[src/rtl/mem_access_unit.sv]
// Sequential load/store memory access unit: direct and indirect (pointer-fetch) accesses
// over a ready-handshaked data-memory bus, with an optional wait-state timeout.
module mem_access_unit #(
  parameter int unsigned DW      = 16,
  parameter int unsigned AW      = 16,
  parameter int unsigned TIMEOUT = 15
) (
  input  logic          clock,
  input  logic          reset,
  input  logic          req_valid,
  output logic          req_ready,
  input  logic          req_write,
  input  logic          req_indirect,
  input  logic [AW-1:0] req_addr,
  input  logic [DW-1:0] req_wdata,
  output logic          resp_valid,
  output logic          resp_err,
  output logic [DW-1:0] resp_rdata,
  output logic          mem_en,
  output logic          mem_rd,
  output logic [AW-1:0] mem_addr,
  output logic [DW-1:0] mem_din,
  input  logic [DW-1:0] mem_dout,
  input  logic          mem_ready
);

  localparam int unsigned CW = (TIMEOUT > 0) ? $clog2(TIMEOUT + 1) : 1;
  localparam logic [CW-1:0] CNT_LAST = CW'((TIMEOUT > 0) ? TIMEOUT - 1 : 0);
  localparam logic [CW-1:0] CNT_MAX  = {CW{1'b1}};
  localparam bit TO_EN = (TIMEOUT != 0);

  localparam logic [1:0] S_IDLE   = 2'd0;
  localparam logic [1:0] S_IND_RD = 2'd1;
  localparam logic [1:0] S_ACCESS = 2'd2;

  logic [1:0]    state, state_nxt;
  logic [CW-1:0] wait_cnt, wait_cnt_nxt;
  logic          op_write, op_write_nxt;
  logic [DW-1:0] op_wdata, op_wdata_nxt;
  logic          mem_en_nxt, mem_rd_nxt;
  logic [AW-1:0] mem_addr_nxt;
  logic [DW-1:0] mem_din_nxt;
  logic          resp_valid_nxt, resp_err_nxt;
  logic [DW-1:0] resp_rdata_nxt;
  logic          timeout_hit;

  assign req_ready   = (state == S_IDLE);
  assign timeout_hit = TO_EN && (wait_cnt == CNT_LAST);

  // State and registered outputs
  always_ff @(posedge clock or negedge reset) begin
    if (!reset) begin
      state      <= S_IDLE;
      wait_cnt   <= '0;
      op_write   <= 1'b0;
      op_wdata   <= '0;
      mem_en     <= 1'b0;
      mem_rd     <= 1'b1;
      mem_addr   <= '0;
      mem_din    <= '0;
      resp_valid <= 1'b0;
      resp_err   <= 1'b0;
      resp_rdata <= '0;
    end else begin
      state      <= state_nxt;
      wait_cnt   <= wait_cnt_nxt;
      op_write   <= op_write_nxt;
      op_wdata   <= op_wdata_nxt;
      mem_en     <= mem_en_nxt;
      mem_rd     <= mem_rd_nxt;
      mem_addr   <= mem_addr_nxt;
      mem_din    <= mem_din_nxt;
      resp_valid <= resp_valid_nxt;
      resp_err   <= resp_err_nxt;
      resp_rdata <= resp_rdata_nxt;
    end
  end

  // Next-state and next-output logic
  always_comb begin
    state_nxt      = state;
    wait_cnt_nxt   = wait_cnt;
    op_write_nxt   = op_write;
    op_wdata_nxt   = op_wdata;
    mem_en_nxt     = mem_en;
    mem_rd_nxt     = mem_rd;
    mem_addr_nxt   = mem_addr;
    mem_din_nxt    = mem_din;
    resp_valid_nxt = 1'b0;
    resp_err_nxt   = 1'b0;
    resp_rdata_nxt = resp_rdata;

    case (state)
      S_IDLE: begin
        if (req_valid) begin
          op_write_nxt = req_write;
          op_wdata_nxt = req_wdata;
          wait_cnt_nxt = '0;
          mem_en_nxt   = 1'b1;
          mem_addr_nxt = req_addr;
          if (req_indirect) begin
            state_nxt   = S_IND_RD;
            mem_rd_nxt  = 1'b1;
            mem_din_nxt = '0;
          end else begin
            state_nxt   = S_ACCESS;
            mem_rd_nxt  = ~req_write;
            mem_din_nxt = req_write ? req_wdata : '0;
          end
        end
      end
      S_IND_RD: begin
        if (mem_ready) begin
          state_nxt    = S_ACCESS;
          wait_cnt_nxt = '0;
          mem_addr_nxt = mem_dout[AW-1:0];
          mem_rd_nxt   = ~op_write;
          mem_din_nxt  = op_write ? op_wdata : '0;
        end
      end
      S_ACCESS: begin
        if (mem_ready) begin
          state_nxt      = S_IDLE;
          wait_cnt_nxt   = '0;
          mem_en_nxt     = 1'b0;
          mem_rd_nxt     = 1'b1;
          mem_addr_nxt   = '0;
          mem_din_nxt    = '0;
          resp_valid_nxt = 1'b1;
          resp_rdata_nxt = op_write ? '0 : mem_dout;
        end
      end
      default: begin
        state_nxt    = S_IDLE;
        wait_cnt_nxt = '0;
        mem_en_nxt   = 1'b0;
        mem_rd_nxt   = 1'b1;
        mem_addr_nxt = '0;
        mem_din_nxt  = '0;
      end
    endcase

    // Wait-state handling for both bus phases; a ready edge always takes priority
    if ((state == S_IND_RD || state == S_ACCESS) && !mem_ready) begin
      if (timeout_hit) begin
        state_nxt      = S_IDLE;
        wait_cnt_nxt   = '0;
        mem_en_nxt     = 1'b0;
        mem_rd_nxt     = 1'b1;
        mem_addr_nxt   = '0;
        mem_din_nxt    = '0;
        resp_valid_nxt = 1'b1;
        resp_err_nxt   = 1'b1;
        resp_rdata_nxt = '0;
      end else if (wait_cnt != CNT_MAX) begin
        wait_cnt_nxt = wait_cnt + CW'(1);
      end
    end
  end

endmodule

[config.mk]
export PLATFORM = sky130hd
export DESIGN_NAME = mem_access_unit
export DESIGN_NICKNAME = d
export VERILOG_FILES = /design/src/rtl/mem_access_unit.sv
export SDC_FILE = /design/constraint.sdc
export NUM_CORES = 1
export LEC_CHECK = 0
export BUFFER_PORTS_ARGS = -buffer_cell sky130_fd_sc_hd__buf_2
export CAP_MARGIN = 20
export CELL_PAD_IN_SITES_DETAIL_PLACEMENT = 1
export CELL_PAD_IN_SITES_GLOBAL_PLACEMENT = 1
export CORE_UTILIZATION = 35
export DETAILED_ROUTE_END_ITERATION = 8
export PLACE_DENSITY = 0.74
export SLEW_MARGIN = 30
export SYNTH_ARGS = -nofsm -noshare
export SYNTH_HDL_FRONTEND = slang
export SYNTH_SLANG_ARGS = --single-unit
export TNS_END_PERCENT = 20
[constraint.sdc]
create_clock -name clock -period 1.9 [get_ports clock]
set_input_delay 0.095 -clock clock [delete_from_list [all_inputs] [get_ports clock]]
set_output_delay 0.095 -clock clock [all_outputs]
set_load 0.02 [all_outputs]
* Yosys cells after proc, flatten, opt, wreduce, memory -nomap -nowiden *
Cells that the tools add are included.

storage, ports and cells
  output and inout port bits = 53
  bits in registers = 75

cells by class
  equality and inequality tests = 4
  bitwise operators = 2
  reduce and logical (&&, ||, !) cells = 6
  mux-type cells = 51
  $add $sub $neg = 1

operators by type and width
  operator                                                         count
  16-bit 2-to-1 mux                                                18
  16-bit one-hot mux with 3 select lines                           2
  4-bit 2-to-1 mux                                                 5
  1-bit 2-to-1 mux                                                 16
  2-bit 2-to-1 mux                                                 6
  4-bit one-hot mux with 2 select lines                            1
  1-bit one-hot mux with 3 select lines                            2
  2-bit one-hot mux with 3 select lines                            1
  4-bit by 1-bit adder with 4-bit output, second input constant    1
  4-bit == test, second input constant                             1
  4-bit != test, second input constant                             1
  2-bit by 1-bit == test with 1-bit output, second input constant  1
  2-bit == test, second input constant                             1
  2-bit zero test                                                  1
  1-bit inverter                                                   2
  2-bit AND reduction                                              1
  2-bit OR reduction                                               1
  1-bit logical AND                                                1
  1-bit zero test                                                  1
  1-bit logical OR                                                 1

* Logic depth before layout (Yosys ltp) *
Gate-level depths: netlist (run 1).

  word-level depth = 6
  mapped depth = 9
  depth with buffers taken out = 6

* Least setup slack after synthesis (run 1) *
No wires, ideal clock.

  path type = reg2reg
  start = register state[0]
  end = register mem_din[10]
  setup slack = -96 ps
  cell stages (with the launch flop) = 10
  required time = 1772 ps
  path buffers = 3
  arrival time = 1868 ps
  library setup time = 128 ps
  cell sequence = dfrtp_1 -> inv_1 -> ha_1 -> and2_4 -> buf_6 -> and3b_1 -> buf_6 -> buf_6 -> a222oi_1 -> nor2_1

on the way
  word-level cells in the longest chain between the ends = 4
  elaborated cells on any way between the ends = 8

RTL lines
  element                                   RTL line  source
  start: declaration                        36        logic [1:0] state, state_nxt;
  start signal: assignment                  65        state <= state_nxt;
  2-bit zero test *                         --
  net req_ready                             11        output logic req_ready,
  16-bit one-hot mux with 3 select lines *  93        case (state)
  16-bit 2-to-1 mux                         145       if (timeout_hit) begin
  16-bit 2-to-1 mux *                       144       if ((state == S_IND_RD || state == S_ACCESS) && !mem_ready) begin
  net mem_din_nxt[10]                       42        logic [DW-1:0] mem_din_nxt;
  end signal: assignment                    72        mem_din <= mem_din_nxt;
  end: declaration                          22        output logic [DW-1:0] mem_din,

The timed path passes the listed nets; every way through them passes the cells marked *.
A chain may end at the register's enable or synchronous reset.

* Final worst setup path (run 1) *
  start = register state[0]
  end = register mem_addr[0]

on the way
  word-level cells in the longest chain between the ends = 4
  elaborated cells on any way between the ends = 8

RTL lines
  element                                                                            RTL line  source
  2-bit == test, or another cell as far along                                        93, 144
  16-bit one-hot mux with 3 select lines / 1-bit logical OR (equally long branches)  93, 144
  16-bit 2-to-1 mux / 1-bit logical AND (equally long branches)                      145, 144
  16-bit 2-to-1 mux *                                                                144
  net mem_addr_nxt[0]                                                                41        logic [AW-1:0] mem_addr_nxt;
  end signal: assignment                                                             71        mem_addr <= mem_addr_nxt;
  end: declaration                                                                   21        output logic [AW-1:0] mem_addr,

Marked as above.

==> results of run 1 <==
[power breakdown]
group	switching, mW	internal, mW	leakage (nW)
logic	1.73	1.24	1.19
registers	0.409	2.25	0.966
clock network	0.656	0.495	0.0886
[area by class of cell]
cell class	instances	area, um2	area share (%)
clock inverters	7	57.56	1.290
repair buffers	158	1064	23.84
flip-flops and latches	75	1878	42.09
clock buffers	9	123.9	2.776
well taps	108	135.1	3.029
multi-input cells	158	1185	26.56
inverters	5	18.77	0.4206
[worst paths after layout]
kind | from | to | slack (ns) | cells after the start
min in group asynchronous | reset | mem_addr[14] | 0.32 | 3
setup reg to reg | state[0] | mem_addr[0] | 0.14 | 7
max in group asynchronous | reset | mem_rd | 1.25 | 3
setup / recovery | state[0] | mem_addr[0] | 0.14 | 7
hold reg to reg | resp_rdata[3] | resp_rdata[3] | 0.51 | 1
hold / removal | req_addr[2] | mem_addr[2] | 0.006 | 3
[placed cells by master (no fill, tap or decap), drive strengths merged, types with 2 or more instances in the layout]
master / n
mux2: 17
o21ai: 5
nand2b: 2
clkinvlp: 2
a22o: 16
and3: 2
nand3b: 3
buf: 117
a31oi: 2
nor2b: 2
nand2: 4
dlygate4sd3: 41
nand3: 6
and2: 2
ha: 7
inv: 9
o22ai: 2
a222oi: 32
or2: 2
nor2: 38
clkbuf: 9
a21oi: 9
dfrtp: 74
[flip-flops by register name, indices dropped and copies added (netlist names), 2 cells and up]
| signal | cells |
|---|---|
| op_wdata | 16 |
| wait_cnt | 4 |
| state | 2 |
| mem_addr | 16 |
| mem_din | 16 |
| resp_rdata | 16 |
[cell families (layout without fill, tap and decap cells)]
logic type / after synthesis / count (layout)
AOI/OAI and AO/OA: 70 / 70
buffers and inverters: 25 / 179
adders and majority gates: 7 / 7
muxes: 18 / 18
and+or+nand+nor: 63 / 63
DFF: 75 / 75
[layer usage]
| metal | share of wire (%) | track usage [%] | wire length [um] | up-vias |
|---|---|---|---|---|
| met5 | 0 | 0 | 0 | - |
| met4 | 0.61 | 5.656 | 59 | 0 |
| met3 | 6.1 | 5.036 | 597 | 8 |
| met2 | 51 | 37.27 | 4928 | 111 |
| met1 | 43 | 25.80 | 4136 | 1432 |
| li1 | - | - | - | 1281 |
[worst max-delay path: stages, from the launching register on]
cell,delay [ns]
dfrtp_1,0.39
inv_1,0.10
ha_1,0.28
nor2_1,0.13
o21ai_1,0.07
buf_4,0.21
a222oi_1,0.38
nor2_1,0.07
[repair_timing]
action	in CTS	in global routing
endpoints found under the setup margin	16	38
buffers inserted	0	1
gates resized for setup	1	4
endpoints found under the hold margin	113	1
hold buffers	40	1
pin swaps	0	2
==> run summary, run 1 <==
For this run, the top clock speed supported by timing is 569.0 MHz. For this design the static power due to leakage is 2.247 nW. The data arrival at the endpoint of the critical path was 1.99 ns.

The tool flagged a number of max-cap violations equal to 0. For the required arrival time at the worst endpoint, the log shows 2.13 ns. The net count of the finished layout is 468, and the clock-pin slew of the registers on the worst-case setup and hold paths is 0.09 ns. The worst setup path is of the register to register kind. The worst setup path is launched from a register. Setup violations remaining at the end of the flow were counted as 0.

The routed wire length was 9721 um. At the pin with the least slew margin, the transition time is 0.3946 ns. TritonCTS built the clock tree. By area, the combinational part of the netlist is dominated by compound AO/OA/AOI/OAI gates. The number of nets in the synthesized netlist is 319, and the number of filler instances in the final layout is 976. The later pin in the worst-skew pair is clocked with a latency of 0.35 ns. After layout, the worst setup slack is 0.1426 ns. The vertical die dimension is 97.22 um.

The power density over cell area came out at 1519 nW/um2. The run gives 0 as the max-slew violation count. Summing the areas of all compound-gate instances in the mapped netlist gives 18.45% of the synthesized area.

Ranked by total cell area, the synthesized netlist is headed by dfrtp_1, a222oi_1, mux2_2, nor2_1, a22o_1. The run gives -0.04949 ns as the placement-stage worst setup slack. In this run the remaining antenna-violating nets after routing total 0. The top-level port count was 107; the synthesized area per cell was 12.30 um2. The count of unresolved DRC violations after routing was 0. Yosys printed 0 warnings. Flop and latch count out of synthesis: 75. The total clock sinks is 75.

The basic-gate share of the synthesized area counting and, or, nand and nor cells was 9.109%. The initial antenna violation count was 0; the largest buffer count on any clock path was 2. The total congestion overflow after global routing is 0. The floorplan step set the die width to 97.22 um. The highest fanout seen on the critical path is 17, and the number of cells produced by synthesis is 258.

The initial utilization of the core area, before any placement, comes to 36.21%. The mux contribution to synthesized area was 6.349%. The count of flip-flops with a built-in enable after synthesis is 0. After Yosys synthesis, full adders, half adders and majority gates account for 2.760% of the synthesized area. The tightest min-delay check is of the input port to register type. The flow ran to the end, and the final reports show no timing, DRC or antenna violations. The share of Yosys cell area claimed by the top area cell type came out at 58.36%.

The routed design could run at a clock period as short as 1.757 ns. Measured against its own limit, the worst slew margin works out to 73.69%. Of the available clock period, the critical path in the final layout requires 92.49%. dfrtp_1 takes more of the synthesized area than any other cell. Of all flip-flops after synthesis, the portion carrying an async set or reset was 100.0%. Entering global routing, the biggest net connects 76 pins. For this run, the share of the core covered by cells in the final layout is 50.91%. Most common cell in the netlist: dfrtp_1.

In this run the clock root is driven by a clkbuf_8. For the post-layout total power, the log shows 6.780 mW. With fillers left out, the area of the finished cells amounts to 4462 um2. In this run, CTS created clock tree buffers numbering 9.

The logs give 0 for the final-report hold violation count and 520 for the number of standard cells in the final layout excluding fillers. Input and output buffers added on the ports amount to 106. The area growth from synthesis to layout is 40.62%. The mapped cell area was 3173 um2; the number of vias per cell after detailed routing was 5.446. For the setup skew after layout, the log shows 0.01161 ns. STA classifies the critical path endpoint as a register. The placeable core region came out at 8763 um2. The distinct cell type count of the synthesized netlist was 32.

Placement row count: 34. The peak supply drop is 0.0006658 V. After detailed routing, the average wire length per cell comes to 18.69 um. The tools report the post-detailed-placement cell area as 3854 um2. The repair_antennas step left the layout with diodes totalling 0. For the final routed database, the setup TNS stands at 0 ns. Via count of the first global-routing pass: 3,158. The first-pass GRT wire length was 15,810 um; the worst hold margin was 0.005760 ns.

The final route contains 2,832 vias. Of the total synthesized cell area, the portion taken by XOR and XNOR cells is 0%. The tools report the violation count after the first detailed-route iteration as 224. Before antenna repair, the detailed router went through 5 iterations.

The HPWL after detailed placement is 5821 um. Global routing used 21.11% of the available tracks. In this run the number of H-tree levels came out at 3.

The floorplan step defined a die boundary enclosing 9451 um2. For the routability-driven placement congestion ratio, the log shows 0.7781. The dominant register cell in the synthesized netlist is dfrtp_1. Ranked by instance count, the synthesized netlist is headed by dfrtp_1, nor2_1, a222oi_1, mux2_2, a22o_1. For this run, the register share of the synthesized area comes to 59.19%. The share of final-layout standard cells stronger than drive strength 1 is 38.59%.

The tools report the number of placed instances with taps included as 462.
(Power assumes the default switching activity.)
==> inputs of run 2 (changes only) <==
CELL_PAD_IN_SITES_DETAIL_PLACEMENT = 0   (was 1)
==> run 2 against run 1 <==
Against the previous run: critical path depth is 2 lower; non-clock buffer count rose by 5; cell count rose by 0.96%.
==> run summary, run 2 (synthesized netlist as in run 1, its figures left out) <==
At the pin with the least slew margin, the transition time is 0.6917 ns. Counting tap cells, the placed design contains a total of 462 instances. CTS built an H-tree with a depth of 3. The share of the core filled with cells in the final layout came out at 52.07%. Die width: 97.22 um.

The routed wire length was 8614 um; the initial core utilization was 36.21%. The first routing iteration left 214 violations. The total of buffers placed on input and output ports was 106. In the layout the commonest cells are buf_2, dfrtp_1, dlygate4sd3_1. Combinational logic burns 41.9% of the power. The clock network accounts for 20.3% of the total power. The peak supply drop was 0.0007211 V. In the routed design, unresolved DRC markers number 0. The run gives 107 as the top-level port count. In the final routed layout, each cell accounts on average for 16.41 um. In this run switching power makes up 38.94% of total power.

Summed over all failing endpoints, the final setup total negative slack is 0 ns. The floorplan step defined a core boundary enclosing 8763 um2. Measured against its own limit, the worst slew margin works out to 53.88%.

The cell depth of the worst hold path came out at 2. Derived from the worst setup path, the maximum achievable clock frequency is 558.1 MHz. The number of diodes was 0; the total number of vias was 2,786. The tightest min-delay check is of the input port to register type. The logs give 0.11 ns for the worst reg-to-reg setup slack and 0 for the number of setup buffers added after CTS. Kind of critical path: register to register. The total congestion overflow after global routing was 0; the static leakage was 2.289 nW.

The initial antenna violation count is 0, and the number of cells traversed by the worst register-to-register path is 5. The run finished with clean final reports. The tools report the data arrival at the endpoint of the critical path as 2.07 ns.

The library cell used most frequently in the layout, excluding fill and tap cells, is buf_2. The final design area excluding fillers was 4563 um2. The completed layout was analyzed and its total power is 6.965 mW.

In this run, flip-flops and latches consume 37.7% of the power. The tools report the endpoint class of the critical path as a register. In this run the worst path has a maximum fanout of 16. From synthesis to final layout, the design area changed by 43.81%.

Setup repair after global routing left no endpoint under its margin. Entering global routing, the biggest net connects 76 pins. The max-slew violation count came out at 0. The tools report the buffer cell driving the clock tree root as clkbuf_8. Across the run, the number of max-cap violations was 0. Measured along the y axis, the die boundary spans 97.22 um. CTS saw 75 sinks. The run gives 18.52% as the total global-route track usage. The worst setup path is launched from a register. At the end of the flow, the number of nets in the layout was 473. The tools report the via count of the first global-routing pass as 2,786.

The initialized floorplan defines 34 standard-cell rows. The run gives 9 as the number of buffers created by CTS. Once detail routing completed, the nets flagged for antenna violations numbered 0. Power spread over the standard cell area amounts to 1526 nW/um2. Subtracting the final worst setup slack from the clock period gives 1.792 ns. The pre-antenna-repair detailed-routing pass consisted of 5 iterations. TritonCTS built the clock tree. The run gives 4.253 mW as the internal cell power. Setup violations remaining at the end of the flow were counted as 0. Counting along the longest clock path gives a buffer depth of 2. Final-report hold violation count: 0. The run gives 2.712 mW as the switching power summed over all nets. The run gives 5251 um as the HPWL after detailed placement. In the finished design, the share of the clock period the worst path needs comes to 94.31%. Once layout is complete, the cells apart from fillers number 525. First-pass GRT wire length: 13,890 um. For the routability-driven placement congestion ratio, the log shows 0.7781. The floorplan step defined a die boundary enclosing 9451 um2. For the setup skew after layout, the log shows 0.01365 ns. Clock-pin slew was measured on the worst setup and hold paths at 0.09 ns. STA puts the critical path data required time at 2.18 ns. Share of final-layout standard cells stronger than drive strength 1: 37.89%. Once placement finished, the instance area stood at 3854 um2. The tools report the latest clock arrival within the worst-skew pair as 0.35 ns. The number of vias per cell after detailed routing came out at 5.307.
[run 2: path summary, 6_finish.rpt]
check                         startpoint       endpoint
setup / recovery                state[1]    mem_addr[1]
hold / removal              req_wdata[1]    op_wdata[1]
setup reg to reg                state[1]    mem_addr[1]
hold reg to reg            resp_rdata[3]  resp_rdata[3]
max in group asynchronous          reset         mem_rd
min in group asynchronous          reset   mem_addr[12]
[run 2: power by group through the flow]
| stage | Clock [mW] | Combinational [mW] | Sequential, mW |
|---|---|---|---|
| after floorplan | 0 | 1.39 | 3.11 |
| after global placement | 0 | 2.79 | 2.64 |
| after detailed placement | 0 | 2.86 | 2.64 |
| after CTS | 1.46 | 2.92 | 2.63 |
| after global routing | 1.54 | 3.16 | 2.71 |
| final | 1.42 | 2.92 | 2.63 |
[run 2: routing by layer]
metal	track usage [%]	wire length (um)	share of wire [%]	up-vias
met4	5.769	85	0.99	0
met5	0	0	0	-
met1	25.20	3888	45	1356
met2	29.58	4022	47	126
met3	4.101	617	7.2	8
li1	-	-	-	1296
[run 2: what timing repair did]
item | CTS | global route
hold endpoints to repair | 120 | 0
pin swaps | 0 | 3
resized for setup | 1 | 4
setup endpoints to repair | 16 | 29
hold buffers | 47 | 0
[run 2: final cells by class]
type                    instances  area (um2)
clock buffers                   9       123.9
clock inverters                 7       105.1
fillers                       804        4200
inverters                       5       18.77
multi-input cells             158        1186
flip-flops and latches         75        1878
well taps                     108       135.1
repair buffers                163        1116
[run 2: per-stage QoR]
step	setup WS (ns)	hold WS (ns)
2_1_floorplan	0.03508	-0.2006
3_3_place_gp	0.03547	0.1477
3_5_place_dp	-0.02926	0.1485
4_1_cts	0.04333	0.0003657
5_1_grt	0.007822	0.004071
6_report	0.1082	0.02146
[run 2: worst max-delay path, cell delays in order, from the launching register on]
cell      delay (ns)
dfrtp_1         0.42
inv_1           0.18
ha_1            0.22
and2_1          0.59
a222oi_1        0.19
nor2_1          0.13
==> inputs of run 3 (changes only) <==
CORE_MARGIN = 1.5   (was default)
SETUP_SLACK_MARGIN = 0.3   (was default)
==> run 3 against run 2 <==
Against the previous run: critical endpoint is now op_wdata[15]; design area increased by 2.8%; combinational power is 8.2% higher; highest routed layer unchanged; critical path depth did not move; count of clock-buffer cells in the layout rose by 1; sequential share of layout area shrank 1.1 points; fmax increased by 4.8%.
==> run summary, run 3 (synthesized netlist as in run 1, its figures left out) <==
The flow ran to the end, and the final reports show no timing, DRC or antenna violations. The setup slack after layout is 0.1896 ns. The top-level port count was 107. Max-cap violations in this run came to 0.

The run gives 0 as the max-slew violation count. The startpoint type of the worst setup path is a register. Combinational logic is responsible for 43.2% of the overall power. The clock-pin slew of the registers on the worst-case setup and hold paths is 0.08 ns.

After detailed routing, the total wire length is 9218 um. The die width is 98.22 um. Setup repair after global routing could not meet its margin everywhere. In this run the standard cell core region covers 8763 um2. No sink is reached through more buffers than the 2 on the longest clock path. In this run the core area contains 34 standard-cell rows. The highest fanout seen on the critical path was 21. The internal power of the cells totals 4.518 mW. The net count of the finished layout is 481, and the growth of design area from synthesis to finish is 47.83%.

STA puts the critical path data arrival time at 1.94 ns. The total of buffers placed on input and output ports came out at 106. Worst-path cell with the longest stage delay: dfrtp_1.

The logs give 0.01831 ns for the worst hold margin and 0.04106 ns for the placement-stage worst setup slack. By startpoint and endpoint, the worst setup path is classified as register to register. The final-report hold violation count is 0.

The final route contains 2,904 vias. After detailed routing, the average wire length per cell comes to 17.29 um. Buffer cell driving the clock tree root: clkbuf_8. In this run the tightest slew margin relative to its limit is 71.94%.

The vertical die dimension works out to 98.22 um. The setup skew after layout was 0.01059 ns; the routability-driven placement congestion ratio was 0.7625. Maximum cell stage delay along the critical path: 0.43 ns. Dividing the detail-routed via count by the number of cells gives 5.448. Leaving out fill and tap cells, the most frequent cell in the layout is buf_2. The via count of the first global-routing pass is 2,886. For this run, the top clock speed supported by timing is 584.7 MHz.

STA classifies the critical path endpoint as a register. The run gives 14,340 um as the first-pass GRT wire length. The critical path goes through inv_2, ha_4, and2_4, buf_4, mux2_2. The die covers 9646 um2. The slew at the pin closest to its max-slew limit was 0.4209 ns; the total clock sinks was 75. Registers are responsible for 36.3% of the overall power. At the worst endpoint, the required time is 2.13 ns. The sum of buffers and inverters on the critical path was 2; the post-detailed-route count of antenna-violating nets was 0. Leaving out fill and tap cells, the most frequent cells in the layout are buf_2, dfrtp_1, dlygate4sd3_1. The run gives 46 as the maximum number of pins on one net before global-route repair. Global routing used 18.87% of the available tracks. The first detailed-routing pass took 7 iterations.

Summed over all nets, the half-perimeter wirelength after detailed placement is 5459 um. The tightest min-delay check is of the input port to register type. Dividing total power by cell area gives a power density of 1557 nW/um2. The post-layout total power was 7.301 mW. Global routing finished with a remaining overflow of 0. Broken down by cell family, the worst path's largest delay share belongs to flip-flops.

TritonCTS built the clock tree. The switching power summed over all nets came out at 2.783 mW. The logs give 36.21% for the initial core utilization and 0 for the total setup violations reported at the end of the flow.

The final critical path takes up 90.02% of the cycle. The clock network burns 20.5% of the power. The peak supply drop came out at 0.0007213 V. The switching share of power was 38.12%.

The run gives 0 ns as the sum of negative setup slack. The routed design could run at a clock period as short as 1.710 ns. The later pin in the worst-skew pair is clocked with a latency of 0.35 ns. For the static leakage, the log shows 2.344 nW.

The H-tree was split into 3 levels. The number of antenna diodes in the final layout is 0. Violation count after the first detailed-route iteration: 258. The tools report the initial antenna violation count as 0. In the routed design, unresolved DRC markers number 0.

Of the cells placed in the final design, the portion with a size suffix greater than 1 is 41.41%. For the number of buffers created by CTS, the log shows 9.
run 3: cell types whose count changed in the layout (fill, tap and decap cells not counted), moves of 2 or more:
cell / before / now
inv_2: 0 / 2
inv_6: 3 / 0
dlygate4sd3_1: 47 / 44
nor2_1: 37 / 35
buf_6: 0 / 5
buf_4: 8 / 13
inv_1: 5 / 3
run 3: final timing paths:
path | endpoint | startpoint | slack, ns | depth (start not counted)
hold / removal | op_wdata[9] | req_wdata[9] | 0.02 | 2
hold reg to reg | resp_rdata[8] | resp_rdata[8] | 0.51 | 1
max in group asynchronous | mem_rd | reset | 1.06 | 3
min in group asynchronous | wait_cnt[1] | reset | 0.22 | 2
setup reg to reg | op_wdata[15] | state[1] | 0.19 | 5
setup / recovery | op_wdata[15] | state[1] | 0.19 | 5
run 3: metrics by stage:
| stage | area (um2) | util, % | instances |
|---|---|---|---|
| finish | 4691 | 53.53 | 533 |
| detailed placement | 3869 | 44.15 | 464 |
| CTS | 4644 | 53.00 | 530 |
| global route | 4691 | 53.53 | 533 |
| floorplan | 3186 | - | 258 |
| global placement | 3869 | 44.15 | 464 |
run 3: worst register-to-register path: stages (launching register included):
cell and delay [ns]:
dfrtp_1 0.43, inv_2 0.12, ha_4 0.17, and2_4 0.18, buf_4 0.31, mux2_2 0.39
run 3: per-layer routing:
metal	routed length (um)	vias to the layer above	GRT usage, %
met1	3928	1447	23.63
li1	-	1315	-
met4	91	0	5.959
met3	678	10	5.369
met5	0	-	0
met2	4520	132	31.67
run 3: cell type report:
cell class	count	area (um2)
flip-flops and latches	75	1878
clock inverters	6	113.9
multi-input cells	159	1237
clock buffers	10	127.6
repair buffers	170	1180
inverters	5	18.77
fillers	779	4073
well taps	108	135.1
run 3: power by group through the flow:
| stage | combinational (mW) | clock [mW] | sequential (mW) |
|---|---|---|---|
| after CTS | 3.04 | 1.54 | 2.64 |
| final | 3.16 | 1.49 | 2.65 |
| after floorplan | 1.40 | 0 | 3.11 |
| after global placement | 2.80 | 0 | 2.65 |
| after detailed placement | 2.86 | 0 | 2.65 |
| after global routing | 3.40 | 1.59 | 2.73 |
run 3: repair_timing:
action                     in CTS  in global routing
setup endpoints to repair      71                 73
pin swaps                       6                 15
hold endpoints to repair       74                  0
hold buffers                   44                  0
resized for setup              15                  8
buffers inserted                4                  2
gates cloned                    2                  1
